===== src/rtl/bcd_countdown_mmss.sv =====
// Presettable packed-BCD MM:SS countdown timer with load/start/pause control.
// Optional AUTO_RELOAD_EN: on expiry, reload the saved preset and keep running.
module bcd_countdown_mmss #(
    parameter int unsigned MIN_TENS_MAX = 9
) (
    input  logic       clk,
    input  logic       reset,
    input  logic       tick,
    input  logic       load,
    input  logic [7:0] load_min,
    input  logic [7:0] load_sec,
    input  logic       start,
    input  logic       pause,
    output logic [7:0] min_out,
    output logic [7:0] sec_out,
    output logic       running,
    output logic       borrow_out,
    output logic       done
);

    localparam int unsigned DIGIT_W  = 4;
    localparam logic [DIGIT_W-1:0] MIN_TENS_LIM = DIGIT_W'(MIN_TENS_MAX);
    localparam logic [DIGIT_W-1:0] DIGIT_MAX    = DIGIT_W'(9);
    localparam logic [DIGIT_W-1:0] SEC_TENS_LIM = DIGIT_W'(5);

    typedef enum logic [1:0] {
        IDLE    = 2'd0,
        RUN     = 2'd1,
        PAUSED  = 2'd2,
        EXPIRED = 2'd3
    } state_t;

    state_t     state;
`ifdef AUTO_RELOAD_EN
    logic [7:0] preset_min;
    logic [7:0] preset_sec;
`endif

    logic [7:0] clamp_min_c;
    logic [7:0] clamp_sec_c;
    logic [7:0] dec_min_c;
    logic [7:0] dec_sec_c;
    logic       dec_borrow_c;
    logic       dec_zero_c;
    logic       value_zero_c;

    function automatic logic [DIGIT_W-1:0] clamp_digit(input logic [DIGIT_W-1:0] d,
                                                        input logic [DIGIT_W-1:0] lim);
        return (d > lim) ? lim : d;
    endfunction

    // Per-digit clamp of the preset.
    always_comb begin
        clamp_min_c = {clamp_digit(load_min[7:4], MIN_TENS_LIM),
                       clamp_digit(load_min[3:0], DIGIT_MAX)};
        clamp_sec_c = {clamp_digit(load_sec[7:4], SEC_TENS_LIM),
                       clamp_digit(load_sec[3:0], DIGIT_MAX)};
    end

    // One-second BCD decrement with the seconds-to-minutes borrow.
    always_comb begin
        dec_min_c    = min_out;
        dec_sec_c    = sec_out;
        dec_borrow_c = 1'b0;
        if (sec_out[3:0] != '0) begin
            dec_sec_c[3:0] = sec_out[3:0] - DIGIT_W'(1);
        end else if (sec_out[7:4] != '0) begin
            dec_sec_c = {sec_out[7:4] - DIGIT_W'(1), DIGIT_MAX};
        end else if (min_out != '0) begin
            dec_sec_c    = {SEC_TENS_LIM, DIGIT_MAX};
            dec_borrow_c = 1'b1;
            if (min_out[3:0] != '0) begin
                dec_min_c[3:0] = min_out[3:0] - DIGIT_W'(1);
            end else begin
                dec_min_c = {min_out[7:4] - DIGIT_W'(1), DIGIT_MAX};
            end
        end
        dec_zero_c   = (dec_min_c == '0) && (dec_sec_c == '0);
        value_zero_c = (min_out == '0) && (sec_out == '0);
    end

    // Control FSM; borrow_out and done default low so they pulse for one cycle.
    always_ff @(posedge clk) begin
        borrow_out <= 1'b0;
        done       <= 1'b0;
        if (!reset) begin
            state      <= IDLE;
            min_out    <= '0;
            sec_out    <= '0;
            running    <= 1'b0;
`ifdef AUTO_RELOAD_EN
            preset_min <= '0;
            preset_sec <= '0;
`endif
        end else if (load && (state != RUN)) begin
            state      <= IDLE;
            min_out    <= clamp_min_c;
            sec_out    <= clamp_sec_c;
            running    <= 1'b0;
`ifdef AUTO_RELOAD_EN
            preset_min <= clamp_min_c;
            preset_sec <= clamp_sec_c;
`endif
        end else begin
            case (state)
                RUN: begin
                    if (pause) begin
                        state   <= PAUSED;
                        running <= 1'b0;
                    end else if (tick) begin
                        min_out    <= dec_min_c;
                        sec_out    <= dec_sec_c;
                        borrow_out <= dec_borrow_c;
                        if (dec_zero_c) begin
                            done <= 1'b1;
`ifdef AUTO_RELOAD_EN
                            if ((preset_min != '0) || (preset_sec != '0)) begin
                                min_out <= preset_min;
                                sec_out <= preset_sec;
                            end else begin
                                state   <= EXPIRED;
                                running <= 1'b0;
                            end
`else
                            state   <= EXPIRED;
                            running <= 1'b0;
`endif
                        end
                    end
                end
                IDLE, PAUSED: begin
                    if (start && !pause) begin
                        if (value_zero_c) begin
                            state <= EXPIRED;
                            done  <= 1'b1;
                        end else begin
                            state   <= RUN;
                            running <= 1'b1;
                        end
                    end
                end
                default: ;
            endcase
        end
    end

endmodule


===== config.mk =====
export PLATFORM = sky130hd
export DESIGN_NAME = bcd_countdown_mmss
export DESIGN_NICKNAME = d
export VERILOG_FILES = /design/src/rtl/bcd_countdown_mmss.sv
export SDC_FILE = /design/constraint.sdc
export NUM_CORES = 1
export LEC_CHECK = 0
export BUFFER_PORTS_ARGS = -buffer_cell sky130_fd_sc_hd__buf_2
export CAP_MARGIN = 30
export CORE_ASPECT_RATIO = 1.25
export CORE_MARGIN = 4
export CORE_UTILIZATION = 45
export DETAILED_ROUTE_END_ITERATION = 10
export PLACE_DENSITY = 0.7
export SYNTH_ARGS = -nofsm -noshare
export SYNTH_HDL_FRONTEND = slang
export SYNTH_SLANG_ARGS = --single-unit

===== constraint.sdc =====
create_clock -name clk -period 5.15 [get_ports clk]
set_input_delay 1.03 -clock clk [delete_from_list [all_inputs] [get_ports clk]]
set_output_delay 1.03 -clock clk [all_outputs]
set_load 0.02 [all_outputs]

Yosys cells after proc, flatten, opt, wreduce, memory -nomap -nowiden
Cells that the tools add are included.
W data, S select, Z words.
{ "word_totals": {"regBits": 21, "in_bits": 22, "out_inout_bits": 19, "elab_cells": 88} }
{ "classes": {"addsub": 4, "n_lt_le_gt_ge": 4, "n_eq_ne": 8, "n_mux": 40, "bitwise": 3, "n_reduce_logical": 23} }
{ "ops": {"columns": ["cell", "count"], "rows": [
  ["$mux W8", 13],
  ["$logic_not A8 Y1", 4],
  ["$mux W4", 8],
  ["$sub A4 B1 Y4 const B", 4],
  ["$gt A4 B4 Y1 const B", 3],
  ["$reduce_bool A4 Y1", 3],
  ["$mux W1", 11],
  ["$mux W2", 5],
  ["$reduce_bool A8 Y1", 1],
  ["$reduce_or A7 Y1", 1],
  ["$ne A3 B3 Y1 const B", 2],
  ["$reduce_bool A2 Y1", 3],
  ["$reduce_and A5 Y1", 1],
  ["$gt A4 B3 Y1 const B", 1],
  ["$logic_and A1 B1 Y1", 4],
  ["$ne A2 B1 Y1 const B", 2],
  ["$ne A2 B2 Y1 const B", 2],
  ["$pmux W1 S2", 2],
  ["$pmux W2 S2", 1],
  ["$reduce_and A4 Y1", 1],
  ["$reduce_or A2 Y1", 2],
  ["$not A1 Y1", 3],
  ["$reduce_and A3 Y1", 1],
  ["$eq A2 B1 Y1 const B", 1],
  ["other kinds (3)", 3]
]} }

Depth between registers and ports, before layout
Gate-level depths: netlist of the first run.
{ "depth": {"word_depth": 11, "ltp_mapped": 9, "ltp_nobuf": 8} }

Worst setup path before layout of the first run
No wires, ideal clock.
{ "synth_path": {"path_type": "register to register", "startpoint": "register sec_out[0]", "endpoint": "register state[1]", "setup_time_ps": 79, "arrival_time_ps": 2501, "required_ps": 5071, "setup_slack_ps": 2570, "path_stages_with_launch": 10, "n_path_buf": 1, "period_less_slack_ps": 2580, "cell_sequence": "dfxtp_1 > inv_1 > ha_1 > or3b_1 > buf_2 > a2111oi_0 > xnor2_1 > nand4_1 > or4_4 > a211oi_2"} }
{ "synth_via": {"elab_chain_cells": 7, "word_cells_on_any_way": 17, "cone_classes": "add/sub: 1; eq/ne: 1; mux: 8; reduce/logical: 7"} }
{ "synth_lines": {"columns": ["item", "line", "text"], "rows": [
  ["from (decl)", "15", "output logic [7:0] sec_out,"],
  ["from (signal assigned)", "98", "sec_out <= clamp_sec_c;"],
  ["from (signal assigned)", "112", "sec_out <= dec_sec_c;"],
  ["parallel branches: the longest is 7 deep, another holds $sub A4 B1 Y4", null, null],
  ["to (signal assigned)", "87", "state <= IDLE;"],
  ["to (signal assigned)", "96", "state <= IDLE;"],
  ["to (signal assigned)", "108", "state <= PAUSED;"],
  ["to (decl)", "33", "state_t state;"]
]} }
Parallel ways; which one is timed is not known. The select of a mux whose other input is x is not followed.
A chain may end at the register's enable or synchronous reset.

Final worst setup path of the first run
Same ends and word-level chain as after synthesis.

==> results of run 1 <==
[cells in the mapped netlist, types with 3 or more instances]
cell type  instances
nand2_1           16
xnor2_1            3
a21boi_0           3
nand3b_1           4
nor3b_1            5
mux2i_1            6
nand4_1            3
inv_1              9
nor3_1            11
a21oi_1           11
a211oi_1           5
o211ai_1           3
o21ai_0           14
and2_1             6
nand2b_1           3
and3_1             3
nand3_1            5
or4_1              3
ha_1               4
nor4_1             3
a2111oi_0          3
dfxtp_1           21
nor2_1            15
clkbuf_1          10
nor2b_1            4
[worst register-to-register path, stage by stage (launching register included)]
cell,delay (ns)
dfxtp_1,0.37
inv_1,0.08
ha_1,0.26
or3b_1,0.50
a2111oi_0,0.51
xnor2_1,0.21
nand4_1,0.12
or4_4,0.44
a211oi_2,0.18
[cells in the final DEF (no fill, tap or decap), types with 2 or more instances in the layout]
cell	synthesis	layout
buf_2	2	40
dfxtp_1	21	21
nand2_1	16	16
nor2_1	15	15
o21ai_0	14	14
a21oi_1	11	11
nor3_1	11	11
inv_1	9	9
mux2i_1	6	6
and2_1	6	6
nand3_1	5	5
nor3b_1	5	5
a211oi_1	5	5
nor2b_1	4	4
nand3b_1	4	4
ha_1	4	4
nand2b_1	3	3
or4_1	3	3
a2111oi_0	3	3
nor4_1	3	3
nand4_1	3	3
o211ai_1	3	3
a21boi_0	3	3
xnor2_1	3	3
and3_1	3	3
clkbuf_8	0	3
nor4bb_1	2	2
or3b_1	2	2
or4_4	2	2
o31ai_1	2	2
o21a_1	2	2
or3_1	2	2
buf_4	0	2
[through the flow]
stage                     hold WS [ns]  instance area [um2]  power [mW]  instances  worst slack [ns]
final                           0.4991                 1808      0.4183        272             2.411
after global routing            0.5227                 1808      0.4430        272             2.219
after floorplan                 0.5833                 1560      0.2761        202             2.570
after CTS                       0.5040                 1808      0.4191        272             2.399
after detailed placement        0.4854                 1763      0.3106        268             2.319
after global placement          0.4820                 1755      0.3099        267             2.282
[registers in the layout, summed over array words and instances, names as in the netlist]
| register | flops |
|---|---|
| done | 1 |
| borrow_out | 1 |
| sec_out | 8 |
| min_out | 8 |
| running | 1 |
| state | 2 |
[where the power goes]
part | switching (mW) | total, mW | leakage (nW) | internal [mW]
logic | 0.0728 | 0.124 | 0.561 | 0.0513
registers | 0.0135 | 0.184 | 0.172 | 0.171
clock network | 0.0550 | 0.110 | 0.0228 | 0.0552
[kinds of logic (layout without fill, tap and decap cells)]
group	after synthesis	count (layout)	synth area share, %
adder cells (fa/ha/maj)	4	4	3.208
XOR/XNOR	3	3	1.684
AO/OA/AOI/OAI	50	50	21.17
buffers and inverters	22	55	5.934
multiplexers	6	6	3.849
AND/OR/NAND/NOR	96	96	37.21
flip-flops	21	21	26.94
[cell type report]
class | instances | area share (%)
Multi-Input combinational cell | 159 | 57.92
Sequential cell | 21 | 23.25
Timing Repair Buffer | 42 | 11.90
Tap cell | 37 | 2.561
Clock buffer | 4 | 2.491
Inverter | 9 | 1.869
[worst min path at each step]
stage	to	slack [ns]	cells past startpoint
finish	running	0.50	1
global route	running	0.52	1
CTS	running	0.50	1
detailed placement	running	0.49	1
global placement	running	0.48	1
floorplan	min_out[7]	0.58	2
[per-layer routing]
| layer | part of all wire (%) | vias up |
|---|---|---|
| li1 | - | 810 |
| met1 | 45 | 743 |
| met2 | 48 | 48 |
| met3 | 6.3 | 5 |
| met4 | 1.0 | 0 |
| met5 | 0 | - |
==> results by group, run 1 <==
Setup path
  – CP startpoint kind: register
  – Launch point of the worst reg-to-reg path: sec_out[0]
  – Peak fanout along the critical path: 8
  – Crit Path Class: register to register
  – R2r setup slk: 2.41 ns
  – WP data required: 5.34 ns
  – CP max stage cell: a2111oi_0
  – Worst Setup End Kind: register
  – CP Launch Point: sec_out[0]
  – Worst r2r dst: state[1]
  – End of the critical path: state[1]
  – Crit-path max cell delay: 0.51 ns
  – Buf/Inv on CP: 1
  – Crit path depth: 8
  – CP Cell Sequence: inv_1, ha_1, or3b_1, a2111oi_0, xnor2_1, nand4_1, or4_4, a211oi_2
  – CP delay by family, top: simple AND/OR/NAND/NOR gates
  – Critical Path AT: 2.93 ns
  – FF-to-FF path depth: 8

Clock network
  – Num CTS Buffers: 3
  – Max Buffers Root-to-Sink: 2
  – CTS H-tree depth: 1
  – Clk sinks: 21
  – Hold buffers post-CTS: 0
  – CTS tree: yes
  – CTS clk-pin slew, worst paths: 0.08 ns
  – Setup Buffers After CTS: 0
  – Post-CTS sizing: 0
  – Clk_lat worst skew: 0.26 ns
  – Root Buffer: clkbuf_8

Min path
  – Worst Hold Class: register to register
  – Hold Startpoint: running

Floorplan
  – Rows: 23
  – Die Span Y: between 70 and 80 um
  – Chip width: 60.67 um
  – Ports: 41
  – Die area: between 4000 and 5000 um2
  – Initial Utilization: a little under half
  – Core Area: 3281 um2

Cells and area
  – ANT cells: 0
  – Register Area: 420.4 um2
  – Nets@finish: 262
  – Multi-input gate area: 1047 um2
  – Final core occ: a little under three fifths
  – FILL cells: 338
  – Share of cells above drive strength 1: 21.70%
  – Area Overhead vs Synth: 15.88%

Synth
  – Post-synthesis register bit count: 21
  – Synth cell types: 47
  – Fraction of registers with async set/reset: 0%
  – Dominant cell type by area after synthesis: dfxtp_1
  – Largest cells by area after synthesis: dfxtp_1 (27%), o21ai_0 (4.5%), mux2i_1 (3.8%), nand2_1 (3.8%), nor2_1 (3.6%)
  – Synthesis Warnings: 0
  – Register area share after synthesis: 26.94%
  – Mapped Cells: 202
  – Post-Syn Area per Cell: 7.724 um2
  – Mapped Area: roughly 1600 um2
  – Syn_nets: 228
  – Primary FF master, synth: dfxtp_1
  – Post-synth top area share: 26.94%
  – Post-synth EDFFs: 0

Routing
  – Initial DRC count: 74
  – First-pass DRT Iterations: 4
  – Via density: about 5.9
  – Vias: between 1500 and 2000
  – DRC: 0
  – Remaining antenna violation count: 0
  – Routed length per instance: 14.56 um
  – Routed wire length: 3.961 mm

Placed design
  – Final GP Congestion: 0.8911
  – Detailed placer's ending HPWL: 2.991 mm
  – Port bufs: 40

STA
  – RSZ-0062 raised after global routing: false
  – Final setup violation count: 0
  – Max-slew violations: 0
  – Hold Vio Cnt, Final: 0
  – Clk_skew: 0.001778 ns
  – Slew headroom: about 47%
  – TNS Setup: 0 ns
  – Worst Max-Slew Pin Slew: 0.7854 ns
  – Period utilisation layout: 53.18%
  – Maximum clock rate: approximately 370 MHz
  – Tmin final: 2.739 ns

Global route
  – First-pass GRT wire length: ~6.7 mm
  – Gr busiest metal: met2
  – Number of global-route vias before repair: 1473
  – Met2 Track Usage GR: between 30% and 40%
  – GRT Total Usage: 19.25%
  – Grt met3 use: 2.109%
  – Grt ovf: 0
  – Initial antenna violation count: 0
  – Largest net degree at the start of global routing: 19
  – Met1 track demand over resource: 26.24%

Run
  – Max Cap Viol: 0

Run status
  – Outcome: finished, final reports clean

Power
  – Static Leak: 0.7563 nW
  – Pwr Density: between 200 and 250 nW/um2
  – Peak VDD IR: 148.2 uV
Power figures use the tool's default switching activity.
==> run 2, diff against run 1 <==
ABC_AREA = 1   (was not set)
PLACE_DENSITY = 0.72   (was 0.7)
clock period = 2.5 ns   (was 5.15 ns; I/O delays follow)
==> run 2 against run 1 <==
  * Critical path depth is 6 higher
  * Global-route usage increased by 1.1 points
  * Worst setup slack worse by 2.1 ns
  * First-iteration DRC count is 9.5% higher
  * Core utilization decreased by 0.19 points
  * Highest routed layer unchanged
  * Critical endpoint is now state[0]
  * Non-clock buffer count stayed put
  * Register-to-register slack lost 2.1 ns
  * Largest power group is now combinational logic
  * Wire length rose by 12%
  * Sequential power rose by 110%
  * Via count is 12% higher
==> results by group, run 2 <==
STA
  – Hold Vio Cnt, Final: 0
  – Tmin final: 2.152 ns
  – Worst Max-Slew Pin Slew: 0.5196 ns
  – Maximum clock rate: 464.8 MHz
  – Max-slew violations: 0
  – TNS Setup: 0 ns
  – Final setup violation count: 0
  – RSZ-0062 raised after global routing: false
  – Slew headroom: 65.15%
  – Period utilisation layout: 86.07%
  – Setup ws final: 0.3483 ns
  – Clk_skew: roughly 0.0014 ns

Setup path
  – FF-to-FF path depth: 14
  – Crit Path Class: register to register
  – WP data required: 2.67 ns
  – CP startpoint kind: register
  – Worst r2r dst: state[0]
  – CP Launch Point: sec_out[4]
  – Worst Setup End Kind: register
  – Peak fanout along the critical path: 5
  – Critical Path AT: 2.32 ns
  – Launch point of the worst reg-to-reg path: sec_out[4]
  – R2r setup slk: 0.35 ns

Synth
  – Post-synthesis register bit count: 21
  – Mapped Cells: 255
  – Post-synth top area share: 25.73%
  – Post-synth EDFFs: 0
  – Synth cell types: 32
  – Synthesis Warnings: 0
  – Mapped Area: 1634 um2
  – Most frequent cell after synthesis: nand2_1
  – Top cells by count, synth: nand2_1 (52), inv_1 (37), nor2_1 (28)
  – Register area share after synthesis: 25.73%
  – Fraction of registers with async set/reset: 0%
  – Post-Syn Area per Cell: 6.408 um2
  – Dominant cell type by area after synthesis: dfxtp_1
  – Primary FF master, synth: dfxtp_1
  – Largest cells by area after synthesis: dfxtp_1 (26%), nand2_1 (12%), inv_1 (8.5%), nor2_1 (6.4%), a21oi_1 (5.2%)
  – Syn_nets: 281

Global route
  – Largest net degree at the start of global routing: 15
  – GRT Total Usage: 20.34%
  – Grt ovf: 0
  – Initial antenna violation count: 0
  – Number of global-route vias before repair: 1662
  – First-pass GRT wire length: 7.127 mm

Min path
  – Hold path endpoint: running
  – Worst Hold Class: register to register
  – Hold path depth: 2
  – Hold Startpoint: running

Routing
  – Routed wire length: approximately 4.4 mm
  – Initial DRC count: 81
  – Via density: 5.407
  – First-pass DRT Iterations: 4
  – Vias: between 1500 and 2000
  – Remaining antenna violation count: 0
  – DRC: 0
  – Routed length per instance: 13.29 um

Placed design
  – Detailed placer's ending HPWL: 3.480 mm
  – Placed Instances: 330
  – Port bufs: 40
  – Final GP Congestion: 0.8536
  – Placement Setup Slack: 0.4181 ns

Clock network
  – Max Buffers Root-to-Sink: 2
  – Hold buffers post-CTS: 0
  – CTS H-tree depth: 1
  – Root Buffer: clkbuf_8
  – CTS clk-pin slew, worst paths: ~0.08 ns
  – Clk sinks: 21
  – Setup Buffers After CTS: 0
  – CTS tree: yes
  – Clk_lat worst skew: 0.26 ns
  – Num CTS Buffers: 3
  – Post-CTS sizing: 0

Power
  – Pwr Density: 565.1 nW/um2
  – Net Switching: 453.0 uW
  – Pint: 628.0 uW
  – Peak VDD IR: 333.5 uV
  – Sw Ratio: roughly two fifths
  – Clock power share: 21.6%
  – Comb power frac: 42.4%
  – Static Leak: 0.9744 nW
  – Sequential share of power: a little over a third

Cells and area
  – Most frequent cells in the layout: nand2_1 (52), buf_2 (40), inv_1 (37)
  – Nets@finish: 322
  – ANT cells: 0
  – Share of cells above drive strength 1: ~23%
  – Non-Filler Instances: between 300 and 400
  – Area Overhead vs Synth: 17.07%
  – Largest registers: min_out x8, sec_out x8, state x2
  – Commonest non-fill, non-tap cell in the layout: nand2_1
  – Final core occ: roughly 55%

Floorplan
  – Chip width: 61.90 um
  – Rows: 24
  – Ports: 41
  – Die Span Y: about 75 um
  – Initial Utilization: 46.91%
  – Die area: 4666 um2
  – Core Area: 3483 um2

Run
  – Max Cap Viol: 0

Run status
  – Outcome: finished, final reports clean
-- run 2: through the flow --
step | total power [mW] | area (um2) | hold WS, ns
after floorplan | 0.7312 | 1634 | 0.4966
after global placement | 0.8489 | 1868 | 0.4799
after detailed placement | 0.8497 | 1868 | 0.4780
after CTS | 1.086 | 1913 | 0.4993
after global routing | 1.156 | 1913 | 0.5317
final | 1.081 | 1913 | 0.4903
-- run 2: layer usage --
| metal | wire, um | up-vias | GRT usage (%) | share of wire, % |
|---|---|---|---|---|
| li1 | - | 927 | - | - |
| met1 | 1872 | 814 | 24.79 | 42 |
| met2 | 2227 | 60 | 36.67 | 50 |
| met3 | 298 | 5 | 2.542 | 6.7 |
| met4 | 42 | 0 | 5.896 | 0.95 |
| met5 | 0 | - | 0 | 0 |
-- run 2: cell families after synthesis --
kind of cell,after synthesis,synth area share [%]
buffers and inverters,43,10.34
adder cells (fa/ha/maj),4,3.063
AO/OA/AOI/OAI,55,20.14
AND/OR/NAND/NOR,132,40.74
flip-flops,21,25.73
-- run 2: how the worst max path moves through the flow --
stage               endpoint  cells past startpoint
floorplan           state[0]                     14
global placement    state[0]                     14
detailed placement  state[0]                     14
CTS                 state[0]                     14
global route        state[0]                     14
finish              state[0]                     14
-- run 2: cell type report --
class,instances,area [um2]
fill,373,1570
multi-input combinational,191,1045
sequential,21,420.4
timing repair buffer,42,215.2
inverter,37,138.9
tap,39,48.80
clock buffer,4,45.04
-- run 2: worst max-delay path, stage by stage (launching register included) --
cell     delay (ns)
dfxtp_1        0.37
inv_1          0.09
ha_1           0.25
nand3_4        0.16
inv_1          0.12
nand2_2        0.09
nand2_1        0.11
a21oi_1        0.25
nand2_1        0.08
nor2_1         0.12
nand3_2        0.12
nand2_4        0.10
nand4_1        0.07
nand2_1        0.09
inv_1          0.04
-- run 2: power groups by stage --
stage,sequential (mW),combinational [mW],clock [mW]
finish,0.390,0.458,0.233
detailed placement,0.397,0.452,0
floorplan,0.422,0.310,0
global placement,0.398,0.451,0
global route,0.394,0.512,0.251
CTS,0.390,0.457,0.239
==> run 3, diff against run 2 <==
CORE_UTILIZATION = 48   (was 45)
PLACE_DENSITY = 0.76   (was 0.72)
==> run 3 against run 2 <==
  * Flip-flop and latch count stayed put
  * Power is 0.79% lower
  * Clock power is 3% lower
  * Sequential share of layout area is 0.057 points lower
  * Clock skew hardly changed
  * Cell count is 0.30% lower
  * Wire length is 3.1% lower
  * Clock-buffer cell count stayed put
  * Cell area is 0.26% higher
  * Global-route usage is 1.7 points higher
  * Critical path type unchanged
  * Largest cell class unchanged
  * Largest power group unchanged
  * First-iteration DRC count is 9.9% higher
==> results by group, run 3 (synthesis gave the netlist of run 2 again) <==
Run status
  – Outcome: finished, final reports clean

STA
  – Worst Max-Slew Pin Slew: 0.4663 ns
  – Period utilisation layout: 83.60%
  – Hold Vio Cnt, Final: 0
  – Maximum clock rate: 478.5 MHz
  – Max-slew violations: 0
  – Final setup violation count: 0
  – Clk_skew: between 0.0015 and 0.002 ns
  – RSZ-0062 raised after global routing: false
  – TNS Setup: 0 ns
  – Hold_ws: 0.4966 ns
  – Slew headroom: 68.72%
  – Tmin final: 2.090 ns

Power
  – Peak VDD IR: 336.0 uV
  – Pwr Density: 559.2 nW/um2
  – Static Leak: 0.9793 nW

Placed design
  – Final GP Congestion: 0.9052
  – Port bufs: 40
  – Detailed placer's ending HPWL: 3.425 mm

Clock network
  – CTS clk-pin slew, worst paths: 0.07 ns
  – Clk_lat worst skew: 0.26 ns
  – Num CTS Buffers: 3
  – Post-CTS sizing: 0
  – CTS tree: yes
  – Max Buffers Root-to-Sink: 2
  – Setup Buffers After CTS: 0
  – Clk sinks: 21
  – Root Buffer: clkbuf_8
  – CTS H-tree depth: 1
  – Hold buffers post-CTS: 0

Setup path
  – Crit Path Class: register to register
  – Critical Path AT: 2.25 ns
  – Crit-path max cell delay: 0.36 ns
  – CP startpoint kind: register
  – CP delay by family, top: simple AND/OR/NAND/NOR gates
  – CP Cell Sequence: inv_1, ha_1, nand2_4, nor2_8, nand2_1, o21ai_0, nor2_1, nand3_2, nand2_4, a21oi_1, nor2_1
  – WP data required: 2.66 ns
  – CP max stage cell: dfxtp_1
  – Worst Setup End Kind: register
  – R2r setup slk: ~0.4 ns
  – Peak fanout along the critical path: 10
  – Buf/Inv on CP: 1

Cells and area
  – Largest registers: min_out x8, sec_out x8, state x2
  – Most frequent cells in the layout: nand2_1 (52), buf_2 (40), inv_1 (37)
  – ANT cells: 0
  – FILL cells: around 330
  – Nets@finish: 323
  – Area Overhead vs Synth: 17.38%
  – Final core occ: 58.98%
  – Commonest non-fill, non-tap cell in the layout: nand2_1
  – Share of cells above drive strength 1: a little under a quarter

Routing
  – Vias: 1806
  – Routed length per instance: 12.92 um
  – Remaining antenna violation count: 0
  – DRC: 0
  – First-pass DRT Iterations: 4
  – Routed wire length: 4.304 mm
  – Via density: 5.423
  – Initial DRC count: roughly 90

Run
  – Max Cap Viol: 0

Floorplan
  – Core Area: 3252 um2
  – Die Span Y: approximately 73 um
  – Chip width: 60.19 um
  – Die area: 4408 um2
  – Initial Utilization: 50.25%
  – Rows: 23
  – Ports: just over 40

Global route
  – Number of global-route vias before repair: around 1700
  – Largest net degree at the start of global routing: 15
  – GRT Total Usage: 22.03%
  – Grt ovf: 0
  – Initial antenna violation count: 0
  – First-pass GRT wire length: 7.417 mm

Min path
  – Worst Hold Class: register to register
[run 3: power breakdown]
| group | leakage, nW | switching [mW] | internal (mW) |
|---|---|---|---|
| logic | 0.783 | 0.302 | 0.155 |
| clock network | 0.0228 | 0.111 | 0.114 |
| registers | 0.173 | 0.0297 | 0.361 |
[run 3: worst min-delay path: stages (launching register included)]
cell and delay (ns):
dfxtp_1 0.34, a21oi_1 0.05, nor2_1 0.08
[run 3: area by class of cell]
type	count	area (um2)	area share, %
clock buffer	4	45.04	2.348
sequential	21	420.4	21.92
multi-input combinational	191	1045	54.47
timing repair buffer	43	222.7	11.61
tap	37	46.29	2.414
inverter	37	138.9	7.241
[run 3: through the flow]
| stage | instances | setup WS, ns | power [mW] | cell area, um2 |
|---|---|---|---|---|
| floorplan | 255 | 0.5638 | 0.7312 | 1634 |
| finish | 333 | 0.4100 | 1.073 | 1918 |
| global placement | 329 | 0.4745 | 0.8514 | 1873 |
| detailed placement | 329 | 0.4375 | 0.8521 | 1873 |
| CTS | 333 | 0.4174 | 1.078 | 1918 |
| global route | 333 | 0.1361 | 1.153 | 1918 |
[run 3: final timing paths]
| check | endpoint | cells past startpoint | start |
|---|---|---|---|
| worst max-delay path | state[1] | 11 | sec_out[1] |
| worst max register to register | state[1] | 11 | sec_out[1] |
| worst min-delay path | running | 2 | running |
| worst min register to register | running | 2 | running |
[run 3: metal layers]
metal | vias up | GRT usage (%) | routed length [um] | share of wire (%)
li1 | 928 | - | - | -
met1 | 814 | 29.25 | 1888 | 44
met2 | 59 | 34.50 | 2065 | 48
met3 | 5 | 3.009 | 288 | 6.7
met4 | 0 | 10.59 | 61 | 1.4
met5 | - | 0 | 0 | 0
